==> config.mk <==
export PLATFORM = sky130hd
export DESIGN_NAME = aes256_inv_key_expansion
export DESIGN_NICKNAME = d
export VERILOG_FILES = /design/src/rtl/aes256_inv_key_expansion.sv
export SDC_FILE = /design/constraint.sdc
export NUM_CORES = 2
export LEC_CHECK = 0
export ABC_AREA = 1
export CAP_MARGIN = 20
export CORE_MARGIN = 4
export CORE_UTILIZATION = 30
export DETAILED_ROUTE_END_ITERATION = 10
export PLACE_DENSITY_LB_ADDON = 0.08
export SLEW_MARGIN = 20
export SYNTH_ARGS = -nofsm -noshare
export SYNTH_HDL_FRONTEND = slang
export SYNTH_HIERARCHICAL = 1
export SYNTH_SLANG_ARGS = --single-unit
==> constraint.sdc <==
create_clock -name clk -period 3.5 [get_ports clk]
set_input_delay 0.525 -clock clk [delete_from_list [all_inputs] [get_ports clk]]
set_output_delay 0.525 -clock clk [all_outputs]
set_load 0.01 [all_outputs]
==> src/rtl/aes256_inv_key_expansion.sv <==
// AES-256 reverse key schedule: loads {RK13,RK14} and streams RK14 down to RK0,
// rebuilding each earlier round key from a two-key sliding window.

module aes_sbox (
    input  logic [7:0] a_i,
    output logic [7:0] s_o
);
    // Row 0 of the forward S-box occupies the most significant bits.
    localparam logic [2047:0] SBOX = {
        128'h637c777bf26b6fc53001672bfed7ab76,
        128'hca82c97dfa5947f0add4a2af9ca472c0,
        128'hb7fd9326363ff7cc34a5e5f171d83115,
        128'h04c723c31896059a071280e2eb27b275,
        128'h09832c1a1b6e5aa0523bd6b329e32f84,
        128'h53d100ed20fcb15b6acbbe394a4c58cf,
        128'hd0efaafb434d338545f9027f503c9fa8,
        128'h51a3408f929d38f5bcb6da2110fff3d2,
        128'hcd0c13ec5f974417c4a77e3d645d1973,
        128'h60814fdc222a908846eeb814de5e0bdb,
        128'he0323a0a4906245cc2d3ac629195e479,
        128'he7c8376d8dd54ea96c56f4ea657aae08,
        128'hba78252e1ca6b4c6e8dd741f4bbd8b8a,
        128'h703eb5664803f60e613557b986c11d9e,
        128'he1f8981169d98e949b1e87e9ce5528df,
        128'h8ca1890dbfe6426841992d0fb054bb16
    };

    assign s_o = SBOX[{~a_i, 3'b000} +: 8];
endmodule

module aes256_inv_key_expansion #(
    parameter int unsigned ROUNDS = 14
) (
    input  logic         clk,
    input  logic         rst,
    input  logic [255:0] key_in,
    input  logic         key_valid,
    output logic         key_ready,
    output logic [127:0] rk_out,
    output logic [3:0]   rk_round,
    output logic         rk_valid,
    input  logic         rk_ready,
    output logic         busy
);
    if (ROUNDS != 14) begin : g_bad_rounds
        $error("aes256_inv_key_expansion: ROUNDS must be 14");
    end

    typedef enum logic {IDLE, RUN} state_e;

    state_e       state_q;
    logic [255:0] window_q;
    logic [127:0] rk_out_q;
    logic [3:0]   rk_round_q;
    logic         rk_valid_q;
    logic         busy_q;
    logic         key_ready_q;

    logic [127:0] prev_rk_d;
    logic [31:0]  sub_word;
    logic [31:0]  g_word;
    logic [7:0]   rcon;

    // window_q = {w[j..j+3], w[j+4..j+7]}, w[j] in the top bits; g() input is w[j+3].
    for (genvar b = 0; b < 4; b++) begin : g_sbox
        aes_sbox u_sbox (
            .a_i (window_q[128 + 8*b +: 8]),
            .s_o (sub_word[8*b +: 8])
        );
    end

    always_comb begin
        rcon = '0;
        case (rk_round_q)
            4'd1:    rcon = 8'h01;
            4'd3:    rcon = 8'h02;
            4'd5:    rcon = 8'h04;
            4'd7:    rcon = 8'h08;
            4'd9:    rcon = 8'h10;
            4'd11:   rcon = 8'h20;
            4'd13:   rcon = 8'h40;
            default: rcon = '0;
        endcase
        // SubWord commutes with RotWord, so one set of S-boxes serves both cases.
        if (rk_round_q[0]) begin
            g_word = {sub_word[23:0], sub_word[31:24]} ^ {rcon, 24'h000000};
        end else begin
            g_word = sub_word;
        end
        prev_rk_d = {window_q[127:96] ^ g_word,
                     window_q[127:96] ^ window_q[95:64],
                     window_q[95:64]  ^ window_q[63:32],
                     window_q[63:32]  ^ window_q[31:0]};
    end

    always_ff @(posedge clk) begin
        if (rst) begin
            state_q     <= IDLE;
            window_q    <= '0;
            rk_out_q    <= '0;
            rk_round_q  <= '0;
            rk_valid_q  <= 1'b0;
            busy_q      <= 1'b0;
            key_ready_q <= 1'b1;
        end else begin
            case (state_q)
                IDLE: begin
                    if (key_valid) begin
                        window_q    <= key_in;
                        rk_out_q    <= key_in[127:0];
                        rk_round_q  <= 4'(ROUNDS);
                        rk_valid_q  <= 1'b1;
                        busy_q      <= 1'b1;
                        key_ready_q <= 1'b0;
                        state_q     <= RUN;
                    end
                end
                RUN: begin
                    if (rk_ready) begin
                        if (rk_round_q == 4'(ROUNDS)) begin
                            rk_out_q   <= window_q[255:128];
                            rk_round_q <= rk_round_q - 4'd1;
                        end else if (rk_round_q != 4'd0) begin
                            rk_out_q   <= prev_rk_d;
                            window_q   <= {prev_rk_d, window_q[255:128]};
                            rk_round_q <= rk_round_q - 4'd1;
                        end else begin
                            rk_valid_q  <= 1'b0;
                            busy_q      <= 1'b0;
                            key_ready_q <= 1'b1;
                            state_q     <= IDLE;
                        end
                    end
                end
            endcase
        end
    end

    assign key_ready = key_ready_q;
    assign rk_out    = rk_out_q;
    assign rk_round  = rk_round_q;
    assign rk_valid  = rk_valid_q;
    assign busy      = busy_q;
endmodule

# After elaboration in Yosys (flattened, before gate mapping)
# Index checks and enable logic that the tools add are counted.
# word_totals
reg_bits,391
inputBits,260
# op_classes
n_addsub,1
eq_ne,14
n_shift,4
muxes,32
bitwise,10
n_reduce_logical,4
# op_table
cell,n
$shiftx 2048x12->8 const A,4
$mux 256,4
$mux 128,4
$pmux 256 s2,1
$pmux 128 s2,1
$xor 32x32->32,5
$pmux 7 s7,1
$mux 32,1
$not 8->8,4
$eq 4x4->1 const B,4
$mux 4,4
$mux 1,12
$eq 4x3->1 const B,2
$ne 2x2->1 const B,4
$pmux 4 s2,1
$reduce_and 4->1,2
$pmux 1 s2,3
$eq 4x1->1 const B,1
$eq 4x2->1 const B,1
$reduce_bool 4->1,1
$sub 4x1->4 const B,1
$ne 3x1->1 const B,1
$reduce_and 3->1,1
$ne 2x1->1 const B,1
$not 1->1,1

# Depth between registers and ports, before layout
# logic_depth
depth_word,9
mapped_depth,21
depth_no_buf,21

# By module
# The synthesis kept the hierarchy.
# by_module_without_submodules
module,instances,cells_per_inst,area_each_um2,seq_area_each_um2
aes256_inv_key_expansion,1,2731,19623.8,7827.5
aes_sbox,4,626,2911.5,0.0

# Least setup slack after synthesis
# OpenSTA, ideal clock, no wires.
# synth_timing
path_kind,flip-flop to flip-flop
start,reg window_q[145]
end,reg rk_out_q[113] (netlist: rk_out[113])
setup_ns,0.122
t_arrival_ns,2.649
t_required_ns,3.378
path_slack_ns,0.729
path_stages_with_launch,19
path_cell_list,dfxtp_1 -> inv_1 -> ha_1 -> inv_1 -> nand2_1 -> nand2_1 -> inv_1 -> nand2_1 -> nand3_1 -> nand3_1 -> nand3_1 -> nand3_1 -> nand2_1 -> inv_1 -> o21ai_0 -> xnor2_1 -> nand2_1 -> o211ai_1 -> a21oi_1
# synth_between
elab_chain_cells,8
# synth_lines
item,line_no,rtl
"start, declared",52,logic [255:0] window_q;
"start signal, assigned",109,window_q <= key_in;
"start signal, assigned",125,"window_q <= {prev_rk_d, window_q[255:128]};"
$not 8->8,28,"assign s_o = SBOX[{~a_i, 3'b000} +: 8];"
$shiftx 2048x12->8,28,
net sub_word[17],60,logic [31:0] sub_word;
$mux 32,85,if (rk_round_q[0]) begin
$xor 32x32->32,90,"prev_rk_d = {window_q[127:96] ^ g_word,"
$mux 128,123,end else if (rk_round_q != 4'd0) begin
$mux 128,120,if (rk_round_q == 4'(ROUNDS)) begin
$mux 128,119,if (rk_ready) begin
$pmux 128 s2,106,case (state_q)
"end signal, assigned",110,rk_out_q <= key_in[127:0];
"end signal, assigned",121,rk_out_q <= window_q[255:128];
"end signal, assigned",124,rk_out_q <= prev_rk_d;
"end, declared",53,logic [127:0] rk_out_q;
# The timed path passes the listed nets, and every way through them passes these cells. The select of a mux whose other input is x is not followed.
# A chain may end at the register's enable or synchronous reset.

# Worst setup path in the final report
# layout_timing
start,reg window_q[144]
end,reg rk_out_q[117] (netlist: rk_out[117])
# The elaborated chain is that of the path after synthesis.

==> results.md <==
- Syn Inst Count: 5235
- Post-synthesis instance area: about 31000 µm²
- Clk sink count: 391
- Final period util: 0.938
- First-pass GRT wire length: about 250000 µm
- Critical path endpoint category: register
- DP Area: around 37000 µm²
- Total track usage: 0.302
- Later-pin clock latency in the skew report: between 0.6 and 0.7 ns
- Total number of vias: between 30000 and 40000
- Count of buffer and inverter cells on the critical path: 5
- Final Net Count: about 5800
- Sequential fraction of the synthesis area: 0.250
- Starting Density: 0.302
- F_max: between 300 and 400 MHz
- Root buf cell: clkbuf_16
- Die Span Y: around 330 µm
- Final ANT Viol Nets: 0
- Final cell count without fillers: between 6000 and 7000
- Vias in the first global route: approximately 36000
- WL per Instance: approximately 25 µm
- XOR/XNOR Fraction of Synth Area: 0.0339
- First drt pass iteration count: 6
- Core footprint: between 100000 and 150000 µm²
- Ys async rst share: 0
- I/O pins: 395
- Slew HR: 0.383
- Synth Area in Adders: 0.0260
- Critical-path cell list: inv_1 > ha_1 > inv_1 > nand2_1 > nand2_1 > inv_1 > nand2_1 > nand3_1 > nand2_1 > nand3_1 > nand3_1 > nand2_2 > inv_1 > o21ai_0 > buf_4 > xnor2_1 > nand2_1 > o211ai_1 > a21oi_1
- Design area: ~38000 µm²
- Synth Flop Type: dfxtp_1
- Met2 Use GR: 0.468
- Largest family of logic cells by synthesized area: simple AND/OR/NAND/NOR gates
- Maximum vdd drop: roughly 380 µV
- HPWL after detailed placement: around 130000 µm
- Synth Area in Compound Gates: 0.211
- Worst Tran Pin Value: 0.925 ns
- Pwr Density: 548 nW/µm²
- Initial antenna violation count: 8
- Busiest layer in global routing: met2
- Bufs on Longest Clock Path: 3
- Largest net degree at the start of global routing: ~150
- Critical path launch point type: register
- Leading area contributor after synthesis: dfxtp_1
- Largest stage delay, worst path: about 0.41 ns
- Worst-path maximum fanout: 5
- Clk pwr share: 0.263
- Synth top cells by count: 1489 x nand2_1, 985 x nand3_1, 582 x o21ai_0, 391 x dfxtp_1, 298 x inv_1
- Post-Route WL: 173000 µm
- Reg power frac: 0.273
- Number of flops mapped to enable cells by yosys: 0
- Met1 usage: 0.427
- Final setup violation count: 0
- CP dominant cell by count: nand2_1
- Outcome: finished clean
- DR iter-0 viols: just under 5000
- Setup TNS Final: 0 ns
- Clk_skew: roughly 0.043 ns
- RSZ-0062 raised after global routing: no
- Total CTS buffers: between 50 and 60
- Final Hold Violating Endpoints: 0
- CP Class: register to register
- Layout cells sized above 1: 0.0670
- Class of the worst hold path: input port to register
- Net Count, Synth: around 5600
- Rows: roughly 120
- Final GP Congestion: 1.01
- Max Cap Viol: 0
- Vias/cell: ~5.7
- Worst endpoint required time: slightly above 4 ns
- YS warnings: 6
- Die Span X: between 300 and 400 µm
- Static leakage power: around 17 nW
- Simple logic cell fraction of the synthesized area: 0.371
- Switching portion of total power: 0.450
- Top-area cell type share of the netlist area: 0.250
- Clock transition at path regs: approximately 0.060 ns
- Reg2Reg Setup Slack: 0.22 ns
- DRC Markers: 0
- Largest cells by area after synthesis: dfxtp_1 25%, nand2_1 18%, nand3_1 16%, o21ai_0 9.3%, a21oi_1 4.5%
- # port buffers: 394
- Grt total ovfl: 0
- Final Max Slew Viols: 0
- Placed cell count: between 6000 and 7000
- Crit path max-delay family: simple AND/OR/NAND/NOR gates
- Min cycle time layout: about 3.3 ns
- Syn Area/Cell: ~6 µm²
- Library cells used by synthesis: 35
- Die area: between 100000 and 150000 µm²
- Worst path slowest cell: ha_1
- Syn-to-layout area delta: 23.0%
- Most common cell in the netlist: nand2_1
- Arr. time, crit path: 3.81 ns
- Int Pwr: about 12 mW
- FF+latch count, synth: 391
- Combinational share of power: 0.464
- Mux cell area share after synthesis: 0
- Met3 usage in global routing: 0.0471
- H-Tree Depth: 2
- Sw power: ~9.5 mW
- CTS tree: built
- Hold Buf Count CTS: 0
==> metal layers <==
layer	share of wire	up-vias
li1	-	18100
met1	0.44	18500
met2	0.44	1983
met3	0.083	292
met4	0.037	8
met5	0.00029	-
==> path summary, 6_finish.rpt <==
path | from | endpoint | cells past startpoint
hold reg to reg | window_q[162]$_SDFFE_PP0P_ | window_q[162]$_SDFFE_PP0P_ | 2
setup / recovery | window_q[144]$_SDFFE_PP0P_ | rk_out[117]$_SDFFE_PP0P_ | 19
hold / removal | rst | key_ready$_SDFFE_PP1P_ | 3
setup reg to reg | window_q[144]$_SDFFE_PP0P_ | rk_out[117]$_SDFFE_PP0P_ | 19
==> power groups by stage <==
stage	Combinational [mW]	Sequential, mW	Clock (mW)
after CTS	9.61	5.74	5.66
after detailed placement	9.56	5.83	0
after floorplan	5.77	5.60	0
after global placement	9.69	5.83	0
after global routing	10.6	5.80	5.83
final	9.79	5.76	5.54
==> what timing repair did <==
| action | 4_1_cts | 5_1_grt |
|---|---|---|
| endpoints found under the hold margin | 0 | 0 |
| endpoints found under the setup margin | 0 | 6 |
| setup buffers | 0 | 0 |
| gates resized for setup | 0 | 3 |
==> area by class of cell <==
cell class,instances,area (µm²)
Tap cell,1380,1730
Clock buffer,77,1530
Multi-Input combinational cell,4095,20100
Antenna cell,3,7.51
Inverter,334,1290
Timing Repair Buffer,584,5780
Fill cell,11400,65000
Clock inverter,12,200
Sequential cell,391,7840
==> placed cells by master (no fill, tap or decap), types with 4 or more instances in the layout <==
cell type / n
clkbuf_8: 16
nand3b_1: 4
nand2_2: 16
a21oi_1: 281
clkdlybuf4s50_1: 393
dfxtp_1: 382
nand2b_1: 4
buf_4: 157
clkinv_1: 4
a31oi_1: 135
o211ai_1: 121
nand3_1: 985
clkbuf_16: 51
clkbuf_1: 10
o21ai_0: 582
xnor2_1: 112
inv_2: 27
or2_1: 4
nand2_1: 1488
inv_1: 298
ha_1: 64
buf_12: 33
o21ai_1: 65
xor2_1: 9
dfxtp_2: 8
inv_8: 5
nor2_1: 157
a21oi_2: 22
nor2_2: 9
nand4_1: 26
==> per-stage QoR <==
step	hold WS (ns)	setup slack [ns]	utilization	total power, mW
finish	0.432	0.219	0.372	21.1
detailed placement	0.449	0.148	0.355	15.4
global route	0.445	0.0248	0.372	22.2
floorplan	0.434	0.729	-	11.4
CTS	0.398	0.130	0.371	21.0
global placement	0.445	0.0990	0.355	15.5
==> worst register-to-register path: stages (launching register included) <==
cell	delay [ns]
dfxtp_1	0.34
inv_1	0.10
ha_1	0.42
inv_1	0.09
nand2_1	0.22
nand2_1	0.21
inv_1	0.23
nand2_1	0.09
nand3_1	0.08
nand2_1	0.06
nand3_1	0.06
nand3_1	0.15
nand2_2	0.19
inv_1	0.09
o21ai_0	0.30
buf_4	0.18
xnor2_1	0.14
nand2_1	0.07
o211ai_1	0.10
a21oi_1	0.08
==> flip-flops by register name (all words and copies together), names as in the netlist <==
name and count:
window_q 256, key_ready 1, busy 1, rk_out 128, rk_round 4, state_q 1
==> cell families after synthesis <==
group	after synthesis
and+or+nand+nor	2701
AOI/OAI and AO/OA	1208
buffers and inverters	749
DFF	391
xor gates and xnor gates	121
adders and majority gates	65
Power figures use the tool's default switching activity.
